`src/rtl/mc_control_unit.sv`:
```
// -----------------------------------------------------------------------------
// mc_control_unit
//
// Main controller for a multicycle MIPS datapath. Each instruction is stepped
// through IF, ID, EXE, MEM and WB. The state is registered, while every strobe
// and select is decoded combinationally from the current state plus
// op/funct/zero. The datapath samples them at the next rising edge.
// A retired-instruction counter is also kept.
//
// Ports
//   clk        in   rising-edge clock
//   rst_n      in   asynchronous active-low reset
//   op         in   instruction[31:26] from the instruction register
//   funct      in   instruction[5:0] from the instruction register
//   zero       in   ALU zero flag, meaningful in EXE
//   pcWrite    out  load PC
//   pcSrc      out  00 PC+4, 01 branch target, 10 jump target, 11 rs (jr)
//   irWrite    out  load IR from memory
//   memRead    out  data memory read
//   memWrite   out  data memory write
//   regWrite   out  register file write
//   regDst     out  write address: 00 rt, 01 rd, 10 r31 (11 never driven)
//   wbSrc      out  write data: 00 ALU result, 01 memory data, 10 PC (link)
//   aluSrcB    out  0 register B, 1 extended immediate
//   extZero    out  1 zero-extend immediate, 0 sign-extend
//   aluOp      out  00 add, 01 sub, 10 decode funct, 11 or
//   halted     out  FSM is parked in HALT
//   state      out  current state code, for debug
//   instrCount out  retired-instruction count, wraps modulo 2^CNT_W
// -----------------------------------------------------------------------------
module mc_control_unit #(
  parameter int CNT_W = 32
) (
  input  logic             clk,
  input  logic             rst_n,
  input  logic [5:0]       op,
  input  logic [5:0]       funct,
  input  logic             zero,
  output logic             pcWrite,
  output logic [1:0]       pcSrc,
  output logic             irWrite,
  output logic             memRead,
  output logic             memWrite,
  output logic             regWrite,
  output logic [1:0]       regDst,
  output logic [1:0]       wbSrc,
  output logic             aluSrcB,
  output logic             extZero,
  output logic [1:0]       aluOp,
  output logic             halted,
  output logic [2:0]       state,
  output logic [CNT_W-1:0] instrCount
);

  typedef enum logic [2:0] {
    S_IF   = 3'd0,
    S_ID   = 3'd1,
    S_EXE  = 3'd2,
    S_MEM  = 3'd3,
    S_WB   = 3'd4,
    S_HALT = 3'd5
  } state_t;

  localparam logic [5:0] OP_R    = 6'b000000;
  localparam logic [5:0] OP_ADDI = 6'b001000;
  localparam logic [5:0] OP_ORI  = 6'b001101;
  localparam logic [5:0] OP_LW   = 6'b100011;
  localparam logic [5:0] OP_SW   = 6'b101011;
  localparam logic [5:0] OP_BEQ  = 6'b000100;
  localparam logic [5:0] OP_J    = 6'b000010;
  localparam logic [5:0] OP_JAL  = 6'b000011;
  localparam logic [5:0] OP_HALT = 6'b111111;
  localparam logic [5:0] FN_JR   = 6'b001000;

  // Select encodings used below
  localparam logic [1:0] PC_PLUS4  = 2'b00;
  localparam logic [1:0] PC_BRANCH = 2'b01;
  localparam logic [1:0] PC_JUMP   = 2'b10;
  localparam logic [1:0] PC_RS     = 2'b11;
  localparam logic [1:0] RD_RT     = 2'b00;
  localparam logic [1:0] RD_RD     = 2'b01;
  localparam logic [1:0] RD_R31    = 2'b10;
  localparam logic [1:0] WB_ALU    = 2'b00;
  localparam logic [1:0] WB_MEM    = 2'b01;
  localparam logic [1:0] WB_PC     = 2'b10;
  localparam logic [1:0] ALU_ADD   = 2'b00;
  localparam logic [1:0] ALU_SUB   = 2'b01;
  localparam logic [1:0] ALU_FUNCT = 2'b10;
  localparam logic [1:0] ALU_OR    = 2'b11;

  state_t           stateReg;
  state_t           stateNext;
  logic [CNT_W-1:0] countReg;

  // Ungated decode results
  logic       pcWriteDec;
  logic [1:0] pcSrcDec;
  logic       irWriteDec;
  logic       memReadDec;
  logic       memWriteDec;
  logic       regWriteDec;
  logic [1:0] regDstDec;
  logic [1:0] wbSrcDec;
  logic       aluSrcBDec;
  logic       extZeroDec;
  logic [1:0] aluOpDec;
  logic       haltedDec;

  logic isRType;
  logic isJr;
  logic isLegal;

  assign isRType = (op == OP_R);
  assign isJr    = isRType && (funct == FN_JR);

  // Anything outside the supported opcode set is retired as a nop from ID.
  always_comb begin
    case (op)
      OP_R, OP_ADDI, OP_ORI, OP_LW, OP_SW,
      OP_BEQ, OP_J, OP_JAL, OP_HALT: isLegal = 1'b1;
      default:                       isLegal = 1'b0;
    endcase
  end

  // ---------------------------------------------------------------------------
  // Next-state and strobe decode
  // ---------------------------------------------------------------------------
  always_comb begin
    stateNext   = S_IF;
    pcWriteDec  = 1'b0;
    pcSrcDec    = PC_PLUS4;
    irWriteDec  = 1'b0;
    memReadDec  = 1'b0;
    memWriteDec = 1'b0;
    regWriteDec = 1'b0;
    regDstDec   = RD_RT;
    wbSrcDec    = WB_ALU;
    aluSrcBDec  = 1'b0;
    extZeroDec  = 1'b0;
    aluOpDec    = ALU_ADD;
    haltedDec   = 1'b0;

    case (stateReg)
      S_IF: begin
        irWriteDec = 1'b1;
        pcWriteDec = 1'b1;
        pcSrcDec   = PC_PLUS4;
        stateNext  = S_ID;
      end

      S_ID: begin
        case (op)
          OP_J: begin
            pcWriteDec = 1'b1;
            pcSrcDec   = PC_JUMP;
            stateNext  = S_IF;
          end
          OP_JAL: begin
            // PC was already advanced in IF, so the link value is PC+4.
            pcWriteDec  = 1'b1;
            pcSrcDec    = PC_JUMP;
            regWriteDec = 1'b1;
            regDstDec   = RD_R31;
            wbSrcDec    = WB_PC;
            stateNext   = S_IF;
          end
          OP_HALT: stateNext = S_HALT;
          default: stateNext = isLegal ? S_EXE : S_IF;
        endcase
      end

      S_EXE: begin
        case (op)
          OP_R: begin
            if (isJr) begin
              pcWriteDec = 1'b1;
              pcSrcDec   = PC_RS;
              stateNext  = S_IF;
            end else begin
              aluOpDec   = ALU_FUNCT;
              aluSrcBDec = 1'b0;
              stateNext  = S_WB;
            end
          end
          OP_ADDI: begin
            aluOpDec   = ALU_ADD;
            aluSrcBDec = 1'b1;
            stateNext  = S_WB;
          end
          OP_ORI: begin
            aluOpDec   = ALU_OR;
            aluSrcBDec = 1'b1;
            extZeroDec = 1'b1;
            stateNext  = S_WB;
          end
          OP_LW, OP_SW: begin
            aluOpDec   = ALU_ADD;
            aluSrcBDec = 1'b1;
            stateNext  = S_MEM;
          end
          OP_BEQ: begin
            // Branch is resolved from the compare done in this same cycle.
            aluOpDec   = ALU_SUB;
            aluSrcBDec = 1'b0;
            pcSrcDec   = PC_BRANCH;
            pcWriteDec = zero;
            stateNext  = S_IF;
          end
          default: stateNext = S_IF;
        endcase
      end

      S_MEM: begin
        if (op == OP_LW) begin
          memReadDec = 1'b1;
          stateNext  = S_WB;
        end else begin
          memWriteDec = (op == OP_SW);
          stateNext   = S_IF;
        end
      end

      S_WB: begin
        regWriteDec = 1'b1;
        regDstDec   = isRType ? RD_RD : RD_RT;
        wbSrcDec    = (op == OP_LW) ? WB_MEM : WB_ALU;
        stateNext   = S_IF;
      end

      S_HALT: begin
        haltedDec = 1'b1;
        stateNext = S_HALT;
      end

      default: stateNext = S_IF;
    endcase
  end

  // ---------------------------------------------------------------------------
  // State and retirement counter
  // ---------------------------------------------------------------------------
  always_ff @(posedge clk or negedge rst_n) begin
    if (!rst_n) begin
      stateReg <= S_IF;
      countReg <= '0;
    end else begin
      stateReg <= stateNext;
      // An instruction retires whenever control returns to IF from elsewhere.
      if ((stateReg != S_IF) && (stateNext == S_IF)) begin
        countReg <= countReg + CNT_W'(1);
      end
    end
  end

  // ---------------------------------------------------------------------------
  // Outputs: forced to 0 while reset is held, so nothing fires between the
  // asynchronous reset edge and the next clock.
  // ---------------------------------------------------------------------------
  assign pcWrite    = rst_n & pcWriteDec;
  assign irWrite    = rst_n & irWriteDec;
  assign memRead    = rst_n & memReadDec;
  assign memWrite   = rst_n & memWriteDec;
  assign regWrite   = rst_n & regWriteDec;
  assign aluSrcB    = rst_n & aluSrcBDec;
  assign extZero    = rst_n & extZeroDec;
  assign halted     = rst_n & haltedDec;
  assign pcSrc      = rst_n ? pcSrcDec  : 2'b00;
  assign regDst     = rst_n ? regDstDec : 2'b00;
  assign wbSrc      = rst_n ? wbSrcDec  : 2'b00;
  assign aluOp      = rst_n ? aluOpDec  : 2'b00;
  assign state      = stateReg;
  assign instrCount = countReg;

endmodule

```
`config.mk`:
```
export PLATFORM = sky130hd
export DESIGN_NAME = mc_control_unit
export DESIGN_NICKNAME = d
export VERILOG_FILES = /design/src/rtl/mc_control_unit.sv
export SDC_FILE = /design/constraint.sdc
export NUM_CORES = 1
export LEC_CHECK = 0
export BUFFER_PORTS_ARGS = -buffer_cell sky130_fd_sc_hd__buf_2
export CAP_MARGIN = 20
export CORE_ASPECT_RATIO = 0.6
export CORE_UTILIZATION = 50
export DETAILED_ROUTE_END_ITERATION = 8
export GPL_TIMING_DRIVEN = 0
export PLACE_DENSITY = 0.78
export SLEW_MARGIN = 20
export SYNTH_ARGS = -nofsm -noshare
export SYNTH_HDL_FRONTEND = slang
export SYNTH_SLANG_ARGS = --single-unit
```
`constraint.sdc`:
```
create_clock -name clk -period 5.67 [get_ports clk]
set_input_delay 0.2835 -clock clk [delete_from_list [all_inputs] [get_ports clk]]
set_output_delay 0.2835 -clock clk [all_outputs]
set_load 0.02 [all_outputs]
```
==> results.tsv <==
stage	metric	value	unit
run_status	status	finished, final reports clean	
global_routing	global-route wire length before repair	8840	um
setup_path	Max FO, Critical Path	4	
place	Post-DP HPWL	3890	um
drt	DR vias	1939	
sta	Setup TNS	0	ns
worst_hold_path	Hold Path Class	primary input to async pin	
sta	ratio of final minimum period to clock period	0.440	
final_layout	commonest non-fill, non-tap cell in the layout	buf_2	
setup_path	most used cell, CP	buf_2	
power_and_ir_drop	Clock power frac	0.283	
drt	DRC	0	
clocking	clk slew on worst S/H paths	0.07	ns
sta	fin. max-slew vios	0	
final_layout	Layout area overhead	23.9	%
floorplanning	die area	4540	sq um
sta	Tmin final	2.50	ns
setup_path	slowest cell delay on critical path	0.68	ns
clocking	TritonCTS clock tree	built	
logic_synthesis	syn_nets	239	
final_layout	fraction of layout instances using a drive strength above 1	0.319	
clocking	cts repair resizes	0	
setup_path	CP max stage cell	or4b_2	
global_routing	vias in the first global route	1758	
floorplanning	Core Box Area	3870	sq um
place	port bufs	64	
sta	final-report hold violation count	0	
setup_path	CP Launch Type	primary input	
power_and_ir_drop	Pleak	0.00141	uW
sta	Rel. slew slack	0.424	
clocking	root buf cell	clkbuf_8	
global_routing	GRT Overall Usage	0.262	
setup_path	crit path buf inv count	2	
global_routing	grt total ovfl	0	
logic_synthesis	Seq/Total Area, Yosys	0.411	
setup_path	worst path cell trace	buf_2 -> or4b_2 -> or3_1 -> o21ai_0 -> nand3b_1 -> a21oi_1 -> o21a_1 -> buf_2	
clocking	clock tree sinks	35	
setup_path	Arr. time, crit path	2.21	ns
global_routing	initial antenna violation count	0	
setup_path	Critical Path End Type	primary output	
power_and_ir_drop	Power Internal	518	uW
power_and_ir_drop	Flop pwr share	0.372	
clocking	CTS Buffer Depth	2	
run	max cap viols	0	
sta	Fmax	0.401	GHz
final_layout	nets@finish	310	
clocking	Hold Buf Count CTS	0	
setup_path	WP data required	5.39	ns
sta	fin worst setup slack	3.17	ns
floorplanning	Starting Density	0.551	
clocking	clk_lat worst skew	0.29	ns
drt	1st-pass router iterations	4	
logic_synthesis	biggest area consumer among synthesized cells	dfrtp_1	
logic_synthesis	top_reg_cell synth	dfrtp_1	
clocking	CTS H-Tree Depth	2	
logic_synthesis	Syn Inst Count	223	
final_layout	commonest non-fill, non-tap cells in the layout	buf_2 (66), dfrtp_1 (35), xor2_1 (27)	
floorplanning	Die Width	86.3	um
logic_synthesis	Mean Syn Cell Area	9.56	sq um
logic_synthesis	Synth async-reset ratio	1.00	
floorplanning	height of the die	52.6	um
clocking	Num CTS Buffers	5	
logic_synthesis	Post-Syn Area	2130	sq um
logic_synthesis	YS warnings	0	
drt	final wirelength	5130	um
logic_synthesis	ranking of synthesized cells by area	dfrtp_1 (41%), xor2_1 (11%), nor4_2 (4.7%), nand2_1 (3.7%), nand3_1 (3.5%)	
sta	RSZ-0062 raised after global routing	no	
place	RePlAce Congestion	0.939	
sta	Worst Tran Pin Value	0.865	ns
logic_synthesis	synth unique cells	45	
power_and_ir_drop	Worst IR Drop VDD	0.208	mV
logic_synthesis	flop and latch count out of synthesis	35	
place	DP Worst Slack	3.04	ns
drt	vias per std cell	5.51	
power_and_ir_drop	Psw	310	uW
setup_path	Crit path max-delay family	simple AND/OR/NAND/NOR gates	
clocking	Post-CTS Setup Repair Bufs	0	
drt	Wirelength per Cell	14.6	um
final_layout	filler instances	329	
logic_synthesis	Yosys top cell area share	0.411	
sta	Clock Skew	0.0126	ns
logic_synthesis	EDFF count, synth	0	
global_routing	largest net degree at the start of global routing	41	
final_layout	Antenna Cells	0	
power_and_ir_drop	power share of the combinational group	0.345	
floorplanning	Ports	66	
setup_path	WS Path Type	primary input to primary output	
power_and_ir_drop	Switching Fraction	0.375	
power_and_ir_drop	PwrDens	314	nW/um^2
drt	Initial DRC Count	135	
sta	final count of negative-setup-slack endpoints	0	
floorplanning	Rows	17	
drt	post-route ant nets	0	
## cell type report
type                       count  area [sq um]  share of cell area
inverter                      10          37.5              0.0142
sequential                    35           876               0.332
buffer                        11          66.3              0.0251
tap                           57          71.3              0.0270
clock buffer                   6          82.6              0.0313
clock inverter                 2          35.0              0.0133
timing repair buffer          64           320               0.121
multi-input combinational    167          1150               0.436
## per-layer routing
metal  share of wire  track usage  vias to the layer above
met4           0.011       0.0861                        0
met1            0.50        0.397                      921
met5               0            0                        -
met3           0.082       0.0677                        7
met2            0.40        0.357                       88
li1                -            -                      923
## worst reg2reg max path, cell delays in order (launching register included)
cell      delay, ns
dfrtp_1        0.39
clkbuf_1       0.32
or3_1          0.18
and3_1         0.25
nand4_1        0.40
nand2b_1       0.40
nor4_2         0.25
xor2_1         0.18
## cells in the mapped netlist, types with 2 or more instances
| cell | count |
|---|---|
| o21ai_0 | 4 |
| xor2_1 | 27 |
| nand2b_1 | 2 |
| nand3_1 | 15 |
| dfrtp_1 | 35 |
| nor3b_1 | 2 |
| nor4b_1 | 3 |
| a21oi_1 | 3 |
| nand2_1 | 21 |
| a211oi_1 | 3 |
| and4_1 | 3 |
| nor2_1 | 17 |
| and2_1 | 2 |
| buf_2 | 2 |
| nand4b_1 | 2 |
| nand4_1 | 4 |
| o211a_1 | 2 |
| clkbuf_1 | 5 |
| nor2b_1 | 2 |
| and3_1 | 4 |
| or2_2 | 3 |
| inv_1 | 10 |
| nor4_2 | 8 |
| nor4_4 | 3 |
| nor3_1 | 14 |
| xnor2_1 | 5 |
| or3_1 | 4 |
## power by group through the flow
stage | registers, uW | logic [uW] | clock network [uW]
4_1_cts | 308 | 284 | 239
6_report | 309 | 286 | 234
5_1_grt | 313 | 312 | 251
3_3_place_gp | 311 | 281 | 0
2_1_floorplan | 337 | 173 | 0
3_5_place_dp | 312 | 283 | 0
## sequential cells by signal, indices dropped and copies added, names as in the netlist
| signal | cells |
|---|---|
| instrCount | 32 |
| state | 3 |
## path summary, 6_finish.rpt
| path | from | endpoint | slack, ns | cells past startpoint |
|---|---|---|---|---|
| setup / recovery | funct[1] | pcWrite | 3.17 | 8 |
| hold / removal | rst_n | instrCount[2]$_DFFE_PN0P_ | 0.10 | 1 |
| setup reg to reg | state[1]$_DFF_PN0_ | instrCount[26]$_DFFE_PN0P_ | 3.23 | 7 |
| hold reg to reg | instrCount[16]$_DFFE_PN0P_ | instrCount[16]$_DFFE_PN0P_ | 0.49 | 1 |
| max in group asynchronous | rst_n | state[0]$_DFF_PN0_ | 5.01 | 1 |
| min in group clk | op[2] | state[1]$_DFF_PN0_ | 0.42 | 3 |
## cell families (layout without fill, tap and decap cells)
group                      count (synthesis)  count (layout)  share of synthesized area
AOI/OAI and AO/OA                         18              18                     0.0581
xor gates and xnor gates                  32              32                      0.131
adders and majority gates                  1               1                    0.00587
buffers and inverters                     21              93                     0.0487
DFF                                       35              35                      0.411
muxes                                      1               1                    0.00528
and+or+nand+nor                          115             115                      0.340
## through the flow
stage	power, uW	cells	utilization	hold slack (ns)	cell area, sq um
CTS	831	352	0.682	0.125	2640
global route	876	352	0.682	0.159	2640
global placement	593	344	0.652	0.432	2520
floorplan	510	223	-	-0.0121	2130
detailed placement	595	344	0.652	0.441	2520
finish	829	352	0.682	0.101	2640
(Power assumes the default switching activity.)
